### src/rtl/axi_wr_engine_pkg.sv
// Shared types and constants for the AXI write-channel engine.
// AXI burst/size codes, the engine ID and the FSM state encoding.
package axi_wr_engine_pkg;

  localparam logic [1:0] BURST_FIXED   = 2'b00;
  localparam logic [1:0] BURST_INCR    = 2'b01;
  localparam logic [2:0] AXI_SIZE_WORD = 3'b010;
  localparam logic [3:0] AXI_ID        = 4'd1;

  // Beat counter width: a line holds at most 16 words.
  localparam int BEAT_W = 4;

  typedef enum logic [1:0] {
    S_IDLE,
    S_XFER,
    S_RESP
  } state_t;

endpackage

### src/rtl/axi_wr_beat_sel.sv
// Word-select mux: picks 32-bit word i_idx out of the buffered line.
// Ports: i_line (line data), i_idx (beat index), o_word (selected word).
module axi_wr_beat_sel
  import axi_wr_engine_pkg::*;
#(
  parameter int WORDS = 4
) (
  input  logic [WORDS*32-1:0] i_line,
  input  logic [BEAT_W-1:0]   i_idx,
  output logic [31:0]         o_word
);

  always_comb begin
    o_word = '0;
    for (int i = 0; i < WORDS; i++) begin
      if (i_idx == i[BEAT_W-1:0]) begin
        o_word = i_line[32*i +: 32];
      end
    end
  end

endmodule

### src/rtl/axi_wr_engine.sv
// AXI3 write engine: buffers one dcache line writeback or uncached store
// and drives AW/W/B to completion.
// Ports: clk/reset; dcache side wr_req/wr_rdy/burst/data/addr/size/strb,
// read_unfinish, wr_idle; AXI AW (aw*), W (w*) and B (b*) channels.
module axi_wr_engine
  import axi_wr_engine_pkg::*;
#(
  parameter int D_BYTES_PER_LINE = 16,
  parameter int D_WORDS_PER_LINE = D_BYTES_PER_LINE / 4,
  parameter int D_LINE_WIDTH     = D_WORDS_PER_LINE * 32
) (
  input  logic                    clk,
  input  logic                    reset,
  input  logic                    wr_req,
  output logic                    wr_rdy,
  input  logic                    burst,
  input  logic [D_LINE_WIDTH-1:0] data,
  input  logic [31:0]             addr,
  input  logic [1:0]              size,
  input  logic [3:0]              strb,
  input  logic                    read_unfinish,
  output logic                    wr_idle,
  output logic [3:0]              awid,
  output logic [31:0]             awaddr,
  output logic [7:0]              awlen,
  output logic [2:0]              awsize,
  output logic [1:0]              awburst,
  output logic [1:0]              awlock,
  output logic [3:0]              awcache,
  output logic [2:0]              awprot,
  output logic                    awvalid,
  input  logic                    awready,
  output logic [3:0]              wid,
  output logic [31:0]             wdata,
  output logic [3:0]              wstrb,
  output logic                    wlast,
  output logic                    wvalid,
  input  logic                    wready,
  input  logic [3:0]              bid,
  input  logic [1:0]              bresp,
  input  logic                    bvalid,
  output logic                    bready
);

  localparam logic [7:0] LINE_LEN = 8'(D_WORDS_PER_LINE - 1);

  state_t                  r_state;
  state_t                  w_next;
  logic                    r_burst;
  logic [31:0]             r_addr;
  logic [D_LINE_WIDTH-1:0] r_data;
  logic [1:0]              r_size;
  logic [3:0]              r_strb;
  logic [BEAT_W-1:0]       r_cnt;
  logic                    r_aw_done;
  logic                    r_w_done;

  logic        w_xfer;
  logic        w_accept;
  logic        w_aw_hs;
  logic        w_w_hs;
  logic        w_at_last;
  logic [31:0] w_word;
  logic        w_unused;

  // Response contents are not acted on; errors are not retried.
  assign w_unused = ^{bid, bresp};

  assign w_xfer    = (r_state == S_XFER);
  assign w_accept  = wr_req & wr_rdy;
  assign w_aw_hs   = w_xfer & ~r_aw_done & awready;
  assign w_w_hs    = w_xfer & ~r_w_done & wready;
  assign w_at_last = (r_cnt == awlen[BEAT_W-1:0]);

  always_comb begin
    w_next  = r_state;
    wr_rdy  = 1'b0;
    awvalid = 1'b0;
    wvalid  = 1'b0;
    bready  = 1'b0;
    unique case (r_state)
      S_IDLE: begin
        wr_rdy = ~read_unfinish;
        if (wr_req & ~read_unfinish) begin
          w_next = S_XFER;
        end
      end
      S_XFER: begin
        awvalid = ~r_aw_done;
        wvalid  = ~r_w_done;
        // Both channels done, counting a same-cycle handshake.
        if ((r_aw_done | w_aw_hs) &
            (r_w_done | (w_w_hs & w_at_last))) begin
          w_next = S_RESP;
        end
      end
      S_RESP: begin
        bready = 1'b1;
        if (bvalid) begin
          w_next = S_IDLE;
        end
      end
      default: w_next = S_IDLE;
    endcase
  end

  always_ff @(posedge clk) begin
    if (reset) begin
      r_state   <= S_IDLE;
      r_cnt     <= '0;
      r_aw_done <= 1'b0;
      r_w_done  <= 1'b0;
    end else begin
      r_state <= w_next;
      if (w_accept) begin
        r_cnt     <= '0;
        r_aw_done <= 1'b0;
        r_w_done  <= 1'b0;
      end else begin
        if (w_aw_hs) begin
          r_aw_done <= 1'b1;
        end
        // Counter parks on the last beat so wdata stays put.
        if (w_w_hs) begin
          if (w_at_last) begin
            r_w_done <= 1'b1;
          end else begin
            r_cnt <= r_cnt + 1'b1;
          end
        end
      end
    end
  end

  always_ff @(posedge clk) begin
    if (w_accept) begin
      r_burst <= burst;
      r_addr  <= addr;
      r_data  <= data;
      r_size  <= size;
      r_strb  <= strb;
    end
  end

  axi_wr_beat_sel #(
    .WORDS (D_WORDS_PER_LINE)
  ) u_beat_sel (
    .i_line (r_data),
    .i_idx  (r_cnt),
    .o_word (w_word)
  );

  assign wr_idle = (r_state == S_IDLE);

  assign awid    = AXI_ID;
  assign awaddr  = r_addr;
  assign awlen   = r_burst ? LINE_LEN : 8'd0;
  assign awsize  = r_burst ? AXI_SIZE_WORD : {1'b0, r_size};
  assign awburst = r_burst ? BURST_INCR : BURST_FIXED;
  assign awlock  = 2'b00;
  assign awcache = 4'b0000;
  assign awprot  = 3'b000;

  assign wid   = AXI_ID;
  assign wdata = w_word;
  assign wstrb = r_burst ? 4'hF : r_strb;
  assign wlast = wvalid & w_at_last;

endmodule

### config.mk
export PLATFORM = sky130hd
export DESIGN_NAME = axi_wr_engine
export DESIGN_NICKNAME = d
export VERILOG_FILES = /design/src/rtl/axi_wr_engine_pkg.sv /design/src/rtl/axi_wr_beat_sel.sv /design/src/rtl/axi_wr_engine.sv
export SDC_FILE = /design/constraint.sdc
export NUM_CORES = 1
export LEC_CHECK = 0
export ABC_AREA = 1
export CORE_MARGIN = 5
export CORE_UTILIZATION = 33
export CTS_BUF_LIST = sky130_fd_sc_hd__clkbuf_8
export CTS_CLUSTER_DIAMETER = 120
export DETAILED_ROUTE_END_ITERATION = 16
export GPL_TIMING_DRIVEN = 0
export PLACE_DENSITY = 0.74
export SLEW_MARGIN = 0
export SYNTH_ARGS = -nofsm -noshare
export SYNTH_HDL_FRONTEND = slang
export SYNTH_SLANG_ARGS = --single-unit
### constraint.sdc
create_clock -name clk -period 5.5 [get_ports clk]
set_input_delay 0.825 -clock clk [delete_from_list [all_inputs] [get_ports clk]]
set_output_delay 0.825 -clock clk [all_outputs]
set_load 0.05 [all_outputs]
==> summary.md <==
| Metric | Value |
|---|---|
| Clk Latency, worst-skew pair | approximately 0.46 ns |
| Tmin final | 4.034 ns |
| Post-synth EDFFs | between 150 and 200 |
| CP Class | reg -> out |
| Syn Std Cell Area | 0.006872 mm^2 |
| Setup Fix Bufs, Post-CTS | 0 |
| Reg-to-Reg Start | r_state[0]$_SDFFE_PP0P_ |
| GRT met1 Usage | 0.1796 |
| Register Area | slightly above 0.005 mm^2 |
| I/O pin count | between 200 and 300 |
| Fmax | 247.9 MHz |
| Crit end category | primary output |
| Cells after synthesis | slightly below 500 |
| Die height | between 150 and 200 um |
| Post-layout util | 0.5064 |
| Tcrit/Tclk final | 0.7335 |
| Row cnt | between 50 and 60 |
| Final HPWL DP | 13940 um |
| Max rail drop VDD | 0.1718 mV |
| GRT Resource Usage Total | 0.1526 |
| Pin count of the biggest net entering global routing | 45 |
| Share of post-route cells with drive strength above 1 | 0.1027 |
| Hold Startpoint | r_w_done$_SDFFE_PP0P_ |
| Total wire length | roughly 19000 um |
| Synth async-reset ratio | 0 |
| #FFs+latches synth | between 150 and 200 |
| GR Util met2 | 0.2587 |
| Post-route cell area | slightly above 0.01 mm^2 |
| Area of the multi-input gates | around 0.0014 mm^2 |
| Final GP Congestion | 0.8189 |
| Crit path launch | r_cnt[1]$_SDFFE_PP0P_ |
| Drt wl/cell | 17.22 um |
| Status | completed |
| Crit path max fanout | 10 |
| Top cell type's share of synthesized area | 0.7298 |
| CTS sink count | about 180 |
| Top Usage Layer GRT | met2 |
| Worst setup SP type | register |
| Worst EP required | about 4.7 ns |
| Core area | just over 0.02 mm^2 |
| Die Area | approximately 0.024 mm^2 |
| Top area cells in the synthesized netlist | edfxtp_1 (73%), nand3_1 (7.2%), nand2_1 (4.3%) |
| Fill cell count | between 1500 and 2000 |
| Initial drt markers | 298 |
| Met3 Usage GRT | 0.06594 |
| First-pass GRT wire length | around 28000 um |
| Leakage power | between 3 and 4 nW |
| Hold Buf Count CTS | 0 |
| Synth area leader | edfxtp_1 |
| Initial Util | 0.3374 |
| Final max-slew violation count | 0 |
| Max Buffers Root-to-Sink | 2 |
| Fin nets | ~980 |
| Reg clk slew, reported paths | 0.10 ns |
| Arrival time worst endpoint | approximately 3.2 ns |
| Port Buf Inserts | about 250 |
| RSZ-0062 raised after global routing | false |
| Top cells by count, synth | edfxtp_1 (167), nand3_1 (99), nand2_1 (78) |
| Worst Skew | about 0.018 ns |
| Distinct cell type count after synthesis | 24 |
| Post-route setup TNS | 0 ns |
| Most frequent cell after synthesis | edfxtp_1 |
| PD cells | roughly 290 mW/mm^2 |
| Placed instance area | 0.009902 mm^2 |
| H-tree Lvls | 4 |
| CTS buffer count | 17 |
| Max cap viols | 0 |
| Avg Vias per Cell | 4.491 |
| DRT antenna net count | 0 |
| Seq/Total Area, Yosys | 0.7531 |
| # DRC | 0 |
| Total grt overflow | 0 |
| Drt first pass iters | 4 |
| Initial antenna violation count | 1 |
| Layout area overhead | 50.07% |
| Routed vias | between 4000 and 5000 |
| Final setup vio count | 0 |
| Number of global-route vias before repair | approximately 5000 |
| Hold Path Class | reg -> reg |
| Tightest Pin Transition | a little over 0.6 ns |
| Non-Filler Instances | 1078 |
| Main synth FF type | edfxtp_1 |
| ANT cells | 0 |
| Relative slew slack | 0.5955 |
| Die X-Extent | 154.3 um |
| Dpl cells | ~1000 |
| Fin. Hold Viols | 0 |
| Syn Area/Cell | 13.83 um^2 |
| Yosys warns | 0 |
| Cells resized by post-CTS repair | 0 |
| CTS tree | yes |
| CTS Root Buffer Type | clkbuf_8 |
[worst max-delay path, stage by stage (launching register included)]
cell and delay (ns):
dfxtp_1 0.44, inv_1 0.11, ha_1 0.19, inv_1 0.22, clkbuf_1 0.47, nand3_1 0.14, nand3_1 0.14, o211ai_1 0.13
nand2_1 0.11, clkdlybuf4s50_1 0.83
[cell type report]
cell class,instances,share of cell area
flip-flops and latches,175,0.5018
multi-input cells,272,0.1336
repair buffers,256,0.2524
well taps,270,0.03276
clock buffers,17,0.02269
inverters,20,0.007644
plain buffers,53,0.03203
clock inverters,15,0.01711
[placed cells by master (no fill, tap or decap), types with 8 or more instances in the layout]
| master | netlist | layout |
|---|---|---|
| clkdlybuf4s50_1 | 0 | 252 |
| edfxtp_1 | 167 | 167 |
| nand3_1 | 99 | 99 |
| nand2_1 | 78 | 78 |
| buf_4 | 34 | 34 |
| o211ai_1 | 32 | 32 |
| conb_1 | 2 | 25 |
| inv_1 | 19 | 19 |
| clkbuf_8 | 0 | 17 |
| clkbuf_1 | 16 | 16 |
| nor2_1 | 12 | 12 |
| dfxtp_1 | 8 | 8 |
[routing by layer]
layer | share of wire | up-vias
li1 | - | 2356
met1 | 0.40 | 2249
met2 | 0.49 | 218
met3 | 0.10 | 16
met4 | 0.011 | 2
met5 | 0.00038 | -
[sequential cells by signal, indices dropped and copies added, names as in the netlist]
register	count
r_size	2
awaddr	32
r_w_done	1
r_aw_done	1
r_state	2
r_cnt	4
r_strb	4
r_data	128
r_burst	1
[report_power, final]
part / total [mW] / internal (mW) / switching (mW)
sequential: 1.54 / 1.53 / 0.0157
clock: 0.886 / 0.345 / 0.541
combinational: 0.517 / 0.220 / 0.297
[kinds of logic (layout without fill, tap and decap cells)]
kind of cell	count (synthesis)	count (layout)	share of synthesized area
AO/OA/AOI/OAI	40	40	0.04152
XOR/XNOR	2	2	0.002550
adder cells (fa/ha/maj)	4	4	0.007284
buffers and inverters	73	361	0.05899
flip-flops	175	175	0.7531
other	2	25	0.001093
AND/OR/NAND/NOR	201	201	0.1355
[metrics by stage]
stage | power (mW) | hold slack, ns | setup slack, ns
6_report | 2.945 | 0.5216 | 1.466
5_1_grt | 3.082 | 0.5539 | 1.207
4_1_cts | 2.983 | 0.5110 | 1.362
3_5_place_dp | 2.093 | 0.4935 | 1.902
3_3_place_gp | 2.086 | 0.4823 | 0.01536
2_1_floorplan | 1.855 | 0.4522 | 0.9606
[path summary, 6_finish.rpt]
kind / to / slack (ns) / cells after the start
max: wdata[8] / 1.47 / 9
min: r_w_done$_SDFFE_PP0P_ / 0.52 / 2
max reg2reg: r_data[67]$_DFFE_PP_ / 3.36 / 5
min reg2reg: r_w_done$_SDFFE_PP0P_ / 0.52 / 2
Note: power is estimated with default switching activity, not from simulation.
